<file path="src/rtl/seq_decoder_pkg.sv">
// rtl/seq_decoder_pkg.sv - mode encoding and one-hot helper shared by the step decoder
package seq_decoder_pkg;

    typedef enum logic {
        MODE_DECODE = 1'b0,
        MODE_SEQ    = 1'b1
    } mode_e;

    // Widest one-hot the helper can build; callers size-cast down to N_OUT.
    localparam int MAX_OUT = 256;

    function automatic logic [MAX_OUT-1:0] onehot(input int unsigned idx, input int unsigned n_out);
        logic [MAX_OUT-1:0] v;
        v = '0;
        if (idx < n_out) begin
            v[idx[7:0]] = 1'b1;
        end
        return v;
    endfunction

endpackage

</file>
<file path="src/rtl/seq_decoder_if.sv">
// rtl/seq_decoder_if.sv - control/step bus between instruction decoder and control matrix
interface seq_decoder_if #(
    parameter int SEL_W = 2,
    parameter int N_OUT = 4
);
    logic             en;
    logic             mode;
    logic [SEL_W-1:0] sel;
    logic             load;
    logic             step_clr;
    logic [N_OUT-1:0] z;
    logic [SEL_W-1:0] cnt;
    logic             wrap;

    modport master (
        output en, mode, sel, load, step_clr,
        input  z, cnt, wrap
    );

    modport slave (
        input  en, mode, sel, load, step_clr,
        output z, cnt, wrap
    );
endinterface

</file>
<file path="src/rtl/seq_decoder_onehot_dec.sv">
// rtl/seq_decoder_onehot_dec.sv - combinational select+enable to one-hot decoder
module onehot_dec
    import seq_decoder_pkg::*;
#(
    parameter int SEL_W = 2,
    parameter int N_OUT = 4
) (
    input  logic [SEL_W-1:0] sel,
    input  logic             en,
    output logic [N_OUT-1:0] y
);

    always_comb begin
        y = '0;
        if (en) begin
            y = N_OUT'(onehot(32'(sel), N_OUT));
        end
    end

endmodule

</file>
<file path="src/rtl/seq_decoder.sv">
// rtl/seq_decoder.sv - registered one-hot decoder / T-state sequencer; SEQ_DECODER_OOB_FLAG_EN adds oob_err
module seq_decoder
    import seq_decoder_pkg::*;
#(
    parameter  int SEL_W     = 2,
    parameter  int LAST_STEP = 2**SEL_W - 1,
    localparam int N_OUT     = LAST_STEP + 1
) (
    input  logic            clk,
    input  logic            rst,
    seq_decoder_if.slave    bus
`ifdef SEQ_DECODER_OOB_FLAG_EN
    ,
    output logic            oob_err
`endif
);

    localparam logic [SEL_W-1:0] LAST_CNT = SEL_W'(LAST_STEP);

    logic [SEL_W-1:0] cnt_q, cnt_d;
    logic             act_q, act_d;
    logic             wrap_q, wrap_d;
    logic             in_range;
    mode_e            cur_mode;
`ifdef SEQ_DECODER_OOB_FLAG_EN
    logic             oob_q, oob_d;
`endif

    assign in_range = 32'(bus.sel) <= 32'(LAST_STEP);
    assign cur_mode = mode_e'(bus.mode);

    always_ff @(posedge clk) begin
        if (rst) begin
            cnt_q  <= '0;
            act_q  <= 1'b0;
            wrap_q <= 1'b0;
`ifdef SEQ_DECODER_OOB_FLAG_EN
            oob_q  <= 1'b0;
`endif
        end else begin
            cnt_q  <= cnt_d;
            act_q  <= act_d;
            wrap_q <= wrap_d;
`ifdef SEQ_DECODER_OOB_FLAG_EN
            oob_q  <= oob_d;
`endif
        end
    end

    always_comb begin
        cnt_d  = cnt_q;
        act_d  = act_q;
        wrap_d = 1'b0;
`ifdef SEQ_DECODER_OOB_FLAG_EN
        oob_d  = oob_q;
`endif
        if (bus.step_clr) begin
            cnt_d = '0;
            act_d = 1'b0;
`ifdef SEQ_DECODER_OOB_FLAG_EN
            oob_d = 1'b0;
`endif
        end else if (cur_mode == MODE_DECODE) begin
            // Out-of-range select is still captured, but the outputs stay dark.
            cnt_d = bus.sel;
            act_d = bus.en & in_range;
`ifdef SEQ_DECODER_OOB_FLAG_EN
            oob_d = oob_q | ~in_range;
`endif
        end else if (bus.load) begin
            cnt_d = in_range ? bus.sel : '0;
            act_d = 1'b1;
`ifdef SEQ_DECODER_OOB_FLAG_EN
            oob_d = oob_q | ~in_range;
`endif
        end else if (bus.en) begin
            act_d = 1'b1;
            // A stale out-of-range count left by decode mode restarts at 0.
            if (32'(cnt_q) >= 32'(LAST_STEP)) begin
                cnt_d  = '0;
                wrap_d = (cnt_q == LAST_CNT);
            end else begin
                cnt_d = cnt_q + SEL_W'(1);
            end
        end
    end

    onehot_dec #(
        .SEL_W (SEL_W),
        .N_OUT (N_OUT)
    ) u_dec (
        .sel (cnt_q),
        .en  (act_q),
        .y   (bus.z)
    );

    assign bus.cnt  = cnt_q;
    assign bus.wrap = wrap_q;
`ifdef SEQ_DECODER_OOB_FLAG_EN
    assign oob_err  = oob_q;
`endif

endmodule

</file>
<file path="src/flat_wrapper.sv">
// flat-port wrapper written by rule: the top's interface ports become plain ports
module seq_decoder_flat import seq_decoder_pkg::*;
#(
    parameter  int SEL_W     = 2,
    parameter  int LAST_STEP = 2**SEL_W - 1,
    localparam int N_OUT     = LAST_STEP + 1
)
  (clk, rst, bus_en, bus_mode, bus_sel, bus_load, bus_step_clr, bus_z, bus_cnt, bus_wrap);
  seq_decoder_if #(.SEL_W(SEL_W), .N_OUT(4)) bus_i ();
  input  logic clk;
  input  logic rst;
  input wire logic [$bits(bus_i.en)-1:0] bus_en;
  input wire logic [$bits(bus_i.mode)-1:0] bus_mode;
  input wire logic [$bits(bus_i.sel)-1:0] bus_sel;
  input wire logic [$bits(bus_i.load)-1:0] bus_load;
  input wire logic [$bits(bus_i.step_clr)-1:0] bus_step_clr;
  output wire logic [$bits(bus_i.z)-1:0] bus_z;
  output wire logic [$bits(bus_i.cnt)-1:0] bus_cnt;
  output wire logic [$bits(bus_i.wrap)-1:0] bus_wrap;
  assign bus_i.en = bus_en;
  assign bus_i.mode = bus_mode;
  assign bus_i.sel = bus_sel;
  assign bus_i.load = bus_load;
  assign bus_i.step_clr = bus_step_clr;
  assign bus_z = bus_i.z;
  assign bus_cnt = bus_i.cnt;
  assign bus_wrap = bus_i.wrap;
  seq_decoder #(.SEL_W(SEL_W), .LAST_STEP(LAST_STEP)) u_core (.clk(clk), .rst(rst), .bus(bus_i));
endmodule
</file>
<file path="config.mk">
export PLATFORM = sky130hd
export DESIGN_NAME = seq_decoder_flat
export DESIGN_NICKNAME = d
export VERILOG_FILES = /design/src/rtl/seq_decoder_pkg.sv /design/src/rtl/seq_decoder_if.sv /design/src/rtl/seq_decoder_onehot_dec.sv /design/src/rtl/seq_decoder.sv /design/src/flat_wrapper.sv
export SDC_FILE = /design/constraint.sdc
export NUM_CORES = 1
export LEC_CHECK = 0
export CAP_MARGIN = 20
export CORE_AREA = 8 8 45 47
export CTS_BUF_LIST = sky130_fd_sc_hd__clkbuf_8
export CTS_CLUSTER_DIAMETER = 150
export DETAILED_ROUTE_END_ITERATION = 8
export DIE_AREA = 0 0 53 55
export SYNTH_ARGS = -nofsm -noshare
export SYNTH_HDL_FRONTEND = slang
export SYNTH_SLANG_ARGS = --single-unit
</file>
<file path="constraint.sdc">
create_clock -name clk -period 2.2 [get_ports clk]
set_input_delay 0.22 -clock clk [delete_from_list [all_inputs] [get_ports clk]]
set_output_delay 0.22 -clock clk [all_outputs]
set_load 0.05 [all_outputs]
</file>
==> impl_metrics.ini, run 1 <==
[power_and_ir_drop]
p_comb_share_pct = 17.4
seq_power_share_pct = 28.3
power_mw = 0.283
p_clk_share_pct = 54.3
p_switching_mw = 0.0657
ir_drop_mv = 0.211
switching_share_pct = 23.2
p_leak_nw = 0.201
p_int_mw = 0.217
p_per_area_nw_per_um2 = 601

[grt]
grt_usage_pct = 5.84
antenna_found_initial = 0
grt_pass1_vias = 275
grt_max_degree = 8
grt_overflow = 0
grt_first_pass_wirelength_mm = 1.17

[cells_and_area]
mostFrequentLayoutCells = clkdlybuf4s50_1, ha_1, and2_1, dfxtp_1
final_nets = 60
final_common_cell = clkdlybuf4s50_1
area_delta_synth_final_pct = 74.9
drive_gt1_share_pct = 13.3
antennaDiodeCount = 0

[sta]
slew_headroom_pct = 65.2
holdWs_ns = 0.606
tightestPinTransition_ns = 0.520
setup_viol = 0
hold_viol_final = 0
grt_setup_unrepaired = false
finalCritPeriodShare_pct = 91.5
finalClockSkew_ns = 0.00406
min_period_ns = 2.01
timing.fmax_mhz = 497
fin_tns_setup_ns = 0
maxSlewViolCount = 0

[drt]
via_count = 248
routed_wl_um = 656
drc_errors = 0
via_per_inst = 4.07
dr.pass1.iters = 2
ant_nets = 0
avgRoutedWirePerCell_um = 10.8
drtIter0Drc = 4

[clock_network]
cts_inserted_buffers = 3
clk_path_buf_depth = 2
clock_latency_ns = 0.22
cts_hold_buf = 0
cts_setup_buffers = 0
cts-htree-levels = 1
ctsResizeCount = 0
tritoncts = yes
cts-root-buf = clkbuf_8
clkTransAtPathRegs_ns = 0.03
clock_sinks = 4

[synth]
synth_seq_cells = 4
synth_cell_types = 13
syn_area_um2 = 269
syn_avg_cell_area_um2 = 9.61
ys_seq_area_share_pct = 29.8
yosysWarnings = 0
syn_nets = 41
netlist_instances = 28

[run]
drv_cap = 0

[floorplanning]
ios = 15
core_area_um2 = 1380
die_w_um = 53
start_util_pct = 19.4
fp.dieH_um = 55
die_area_um2 = 2920
rows = 14

[setup_path]
cp.required_ns = 1.98
cp.arrival_ns = 1.79
endpoint_kind = output pin
startpoint_type = flip-flop
criticalPathCategory = flip-flop to output pin
crit_path_max_fanout = 7

[placed_design]
dp_hpwl_um = 564
port_buffers = 14
place_congestion = 0.705

[min_path]
hp-class = flip-flop to flip-flop

[run_status]
status = completed
flip-flops by register name, summed over array words and instances, names as in the netlist:
| name | cells |
|---|---|
| u_core.bus.cnt | 2 |
| u_core.act_q | 1 |
| u_core.bus.wrap | 1 |
area by class of cell:
| class | instances | area [um^2] |
|---|---|---|
| tap | 16 | 20.0 |
| clock buffer | 3 | 41.3 |
| fill | 149 | 913 |
| timing repair buffer | 14 | 140 |
| sequential | 4 | 80.1 |
| multi-input combinational | 21 | 178 |
| inverter | 3 | 11.3 |
per-layer routing:
metal	track usage [%]	wire [um]	part of all wire, %	up-vias
met1	5.30	225	34	110
met5	0	0	0	-
met4	2.59	0	0	0
met2	8.98	350	53	11
met3	5.35	80	12	0
li1	-	-	-	127
synth_stat cells:
library cell / n / area [um^2]
a21oi_2: 1 / 8.76
inv_1: 3 / 11.3
ha_1: 5 / 62.6
nor3b_2: 1 / 12.5
nor2b_4: 1 / 13.8
nor2_1: 1 / 3.75
and4_1: 1 / 8.76
and2_1: 4 / 25.0
a21oi_1: 2 / 10.0
dfxtp_1: 4 / 80.1
a21boi_0: 1 / 7.51
o21ai_0: 3 / 15.0
mux2i_1: 1 / 10.0
per-stage QoR:
step                      setup WS (ns)  instance area [um^2]  std cells  utilization, %
after floorplan                   0.555                   269         28               -
after global placement            0.423                   429         58            31.0
after detailed placement          0.405                   429         58            31.0
after CTS                         0.169                   470         61            34.0
after global routing             0.0406                   470         61            34.0
final                             0.186                   470         61            34.0
critical path: stages, from the launching register on:
cell and delay [ns]:
dfxtp_1 0.43, inv_1 0.11, ha_1 0.20, and2_1 0.15, clkdlybuf4s50_1 0.69
power groups by stage:
stage / logic, mW / clock network (mW) / registers [mW]
6_report: 0.0491 / 0.154 / 0.0799
5_1_grt: 0.0544 / 0.165 / 0.0809
4_1_cts: 0.0505 / 0.160 / 0.0800
3_5_place_dp: 0.0501 / 0 / 0.0811
3_3_place_gp: 0.0498 / 0 / 0.0810
2_1_floorplan: 0.0196 / 0 / 0.0867
final timing paths:
kind | start | slack (ns) | cells after the start | to
min | u_core.act_q | 0.61 | 2 | u_core.act_q
max | u_core.bus.cnt[0] | 0.19 | 4 | bus_z[0]
min reg2reg | u_core.act_q | 0.61 | 2 | u_core.act_q
max reg2reg | u_core.bus.cnt[0] | 1.02 | 4 | u_core.bus.cnt[1]
kinds of logic (layout without fill, tap and decap cells):
| family | after synthesis | in the layout | share of synthesized area [%] |
|---|---|---|---|
| AND/OR/NAND/NOR | 8 | 8 | 23.7 |
| AO/OA/AOI/OAI | 7 | 7 | 15.3 |
| adder cells (fa/ha/maj) | 5 | 5 | 23.3 |
| flip-flops | 4 | 4 | 29.8 |
| buffers and inverters | 3 | 20 | 4.19 |
| multiplexers | 1 | 1 | 3.72 |
Power figures use the tool's default switching activity.
==> run 2: changes to the inputs <==
Settings changed: MAX_ROUTING_LAYER from default to met4, TNS_END_PERCENT from default to 100.
==> impl_metrics.ini, run 2 (synthesis gave the netlist of run 1 again) <==
[run_status]
status = completed

[clock_network]
cts_hold_buf = 0
cts-htree-levels = 1
ctsResizeCount = 0
clock_latency_ns = 0.22
clock_sinks = 4
cts-root-buf = clkbuf_8
clk_path_buf_depth = 2
cts_setup_buffers = 0
tritoncts = yes
clkTransAtPathRegs_ns = 0.03
cts_inserted_buffers = 3

[setup_path]
cp.required_ns = 1.98
criticalPathCategory = flip-flop to output pin
r2r_setup_slack_ns = 1.03
crit_path_max_fanout = 7
endpoint_kind = output pin
startpoint_type = flip-flop
r2r-start = u_core.bus.cnt[0]
cp.arrival_ns = 1.79
worst_r2r_path_depth = 4
r2r_end = u_core.bus.cnt[1]

[sta]
slew_headroom_pct = 65.2
finalCritPeriodShare_pct = 91.4
hold_viol_final = 0
finalClockSkew_ns = 0.00406
grt_setup_unrepaired = false
tightestPinTransition_ns = 0.520
maxSlewViolCount = 0
timing.fmax_mhz = 497
min_period_ns = 2.01
setup_viol = 0
fin_tns_setup_ns = 0

[grt]
grt_first_pass_wirelength_mm = 1.17
grt_usage_pct = 6.02
grt_max_degree = 8
grt_pass1_vias = 274
antenna_found_initial = 0
grt_overflow = 0

[power_and_ir_drop]
p_comb_share_pct = 17.4
p_switching_mw = 0.0656
p_per_area_nw_per_um2 = 601
power_mw = 0.283
seq_power_share_pct = 28.3
p_leak_nw = 0.201
ir_drop_mv = 0.211
p_clk_share_pct = 54.3
switching_share_pct = 23.2
p_int_mw = 0.217

[cells_and_area]
final_nets = 60
largest_reg_flops = 2
mostFrequentLayoutCells = clkdlybuf4s50_1, ha_1, and2_1, dfxtp_1
drive_gt1_share_pct = 13.3
area_delta_synth_final_pct = 74.9
multi_input_area_um2 = 178
antennaDiodeCount = 0
register_area_um2 = 80.1
final_common_cell = clkdlybuf4s50_1
fillers = 149

[drt]
drtIter0Drc = 2
via_per_inst = 4.05
dr.pass1.iters = 2
drc_errors = 0
routed_wl_um = 656
via_count = 247
avgRoutedWirePerCell_um = 10.8
ant_nets = 0

[min_path]
hold_end = u_core.act_q
min_path_cells = 2
worstHoldStart = u_core.act_q
hp-class = flip-flop to flip-flop

[floorplanning]
core_area_um2 = 1380
die_area_um2 = 2920
ios = 15
rows = 14
die_w_um = 53
start_util_pct = 19.4
fp.dieH_um = 55

[placed_design]
place_congestion = 0.713
port_buffers = 14
dp_hpwl_um = 564

[run]
drv_cap = 0
run 2: worst max-delay path by stage:
stage | start | endpoint | cells after the start | slack, ns
final | u_core.bus.cnt[0] | bus_z[0] | 4 | 0.19
after global routing | u_core.bus.cnt[0] | bus_z[0] | 4 | 0.04
after CTS | u_core.bus.cnt[0] | bus_z[0] | 4 | 0.17
after detailed placement | u_core.bus.cnt[0] | bus_z[0] | 4 | 0.41
after global placement | u_core.bus.cnt[0] | bus_z[3] | 3 | 0.42
after floorplan | u_core.bus.cnt[0] | bus_z[3] | 2 | 0.55
run 2: power groups by stage:
stage	sequential, mW	combinational, mW	clock, mW
floorplan	0.0867	0.0196	0
global placement	0.0810	0.0498	0
detailed placement	0.0811	0.0501	0
CTS	0.0800	0.0505	0.160
global route	0.0809	0.0544	0.165
finish	0.0799	0.0491	0.154
run 2: worst max-delay path, stage by stage (launching register included):
cell             delay [ns]
dfxtp_1                0.43
inv_1                  0.10
ha_1                   0.20
and2_1                 0.15
clkdlybuf4s50_1        0.69
run 2: layout make-up:
class	instances	share of cell area (%)
Clock buffer	3	8.78
Inverter	3	2.39
Timing Repair Buffer	14	29.8
Sequential cell	4	17.0
Tap cell	16	4.26
Multi-Input combinational cell	21	37.8
run 2: stage by stage:
| step | instance area, um^2 | setup WS (ns) | hold slack [ns] | instances | util [%] |
|---|---|---|---|---|---|
| finish | 470 | 0.190 | 0.606 | 61 | 34.0 |
| global route | 470 | 0.0406 | 0.660 | 61 | 34.0 |
| CTS | 470 | 0.169 | 0.619 | 61 | 34.0 |
| detailed placement | 429 | 0.405 | 0.612 | 58 | 31.0 |
| global placement | 429 | 0.423 | 0.615 | 58 | 31.0 |
| floorplan | 269 | 0.555 | 0.370 | 28 | - |
run 2: layer usage:
layer / GRT usage, % / wire [um] / vias up
li1: - / - / 127
met3: 5.35 / 80 / 0
met4: 2.59 / 0 / 0
met5: - / 0 / -
met2: 8.98 / 351 / 11
met1: 5.30 / 224 / 109
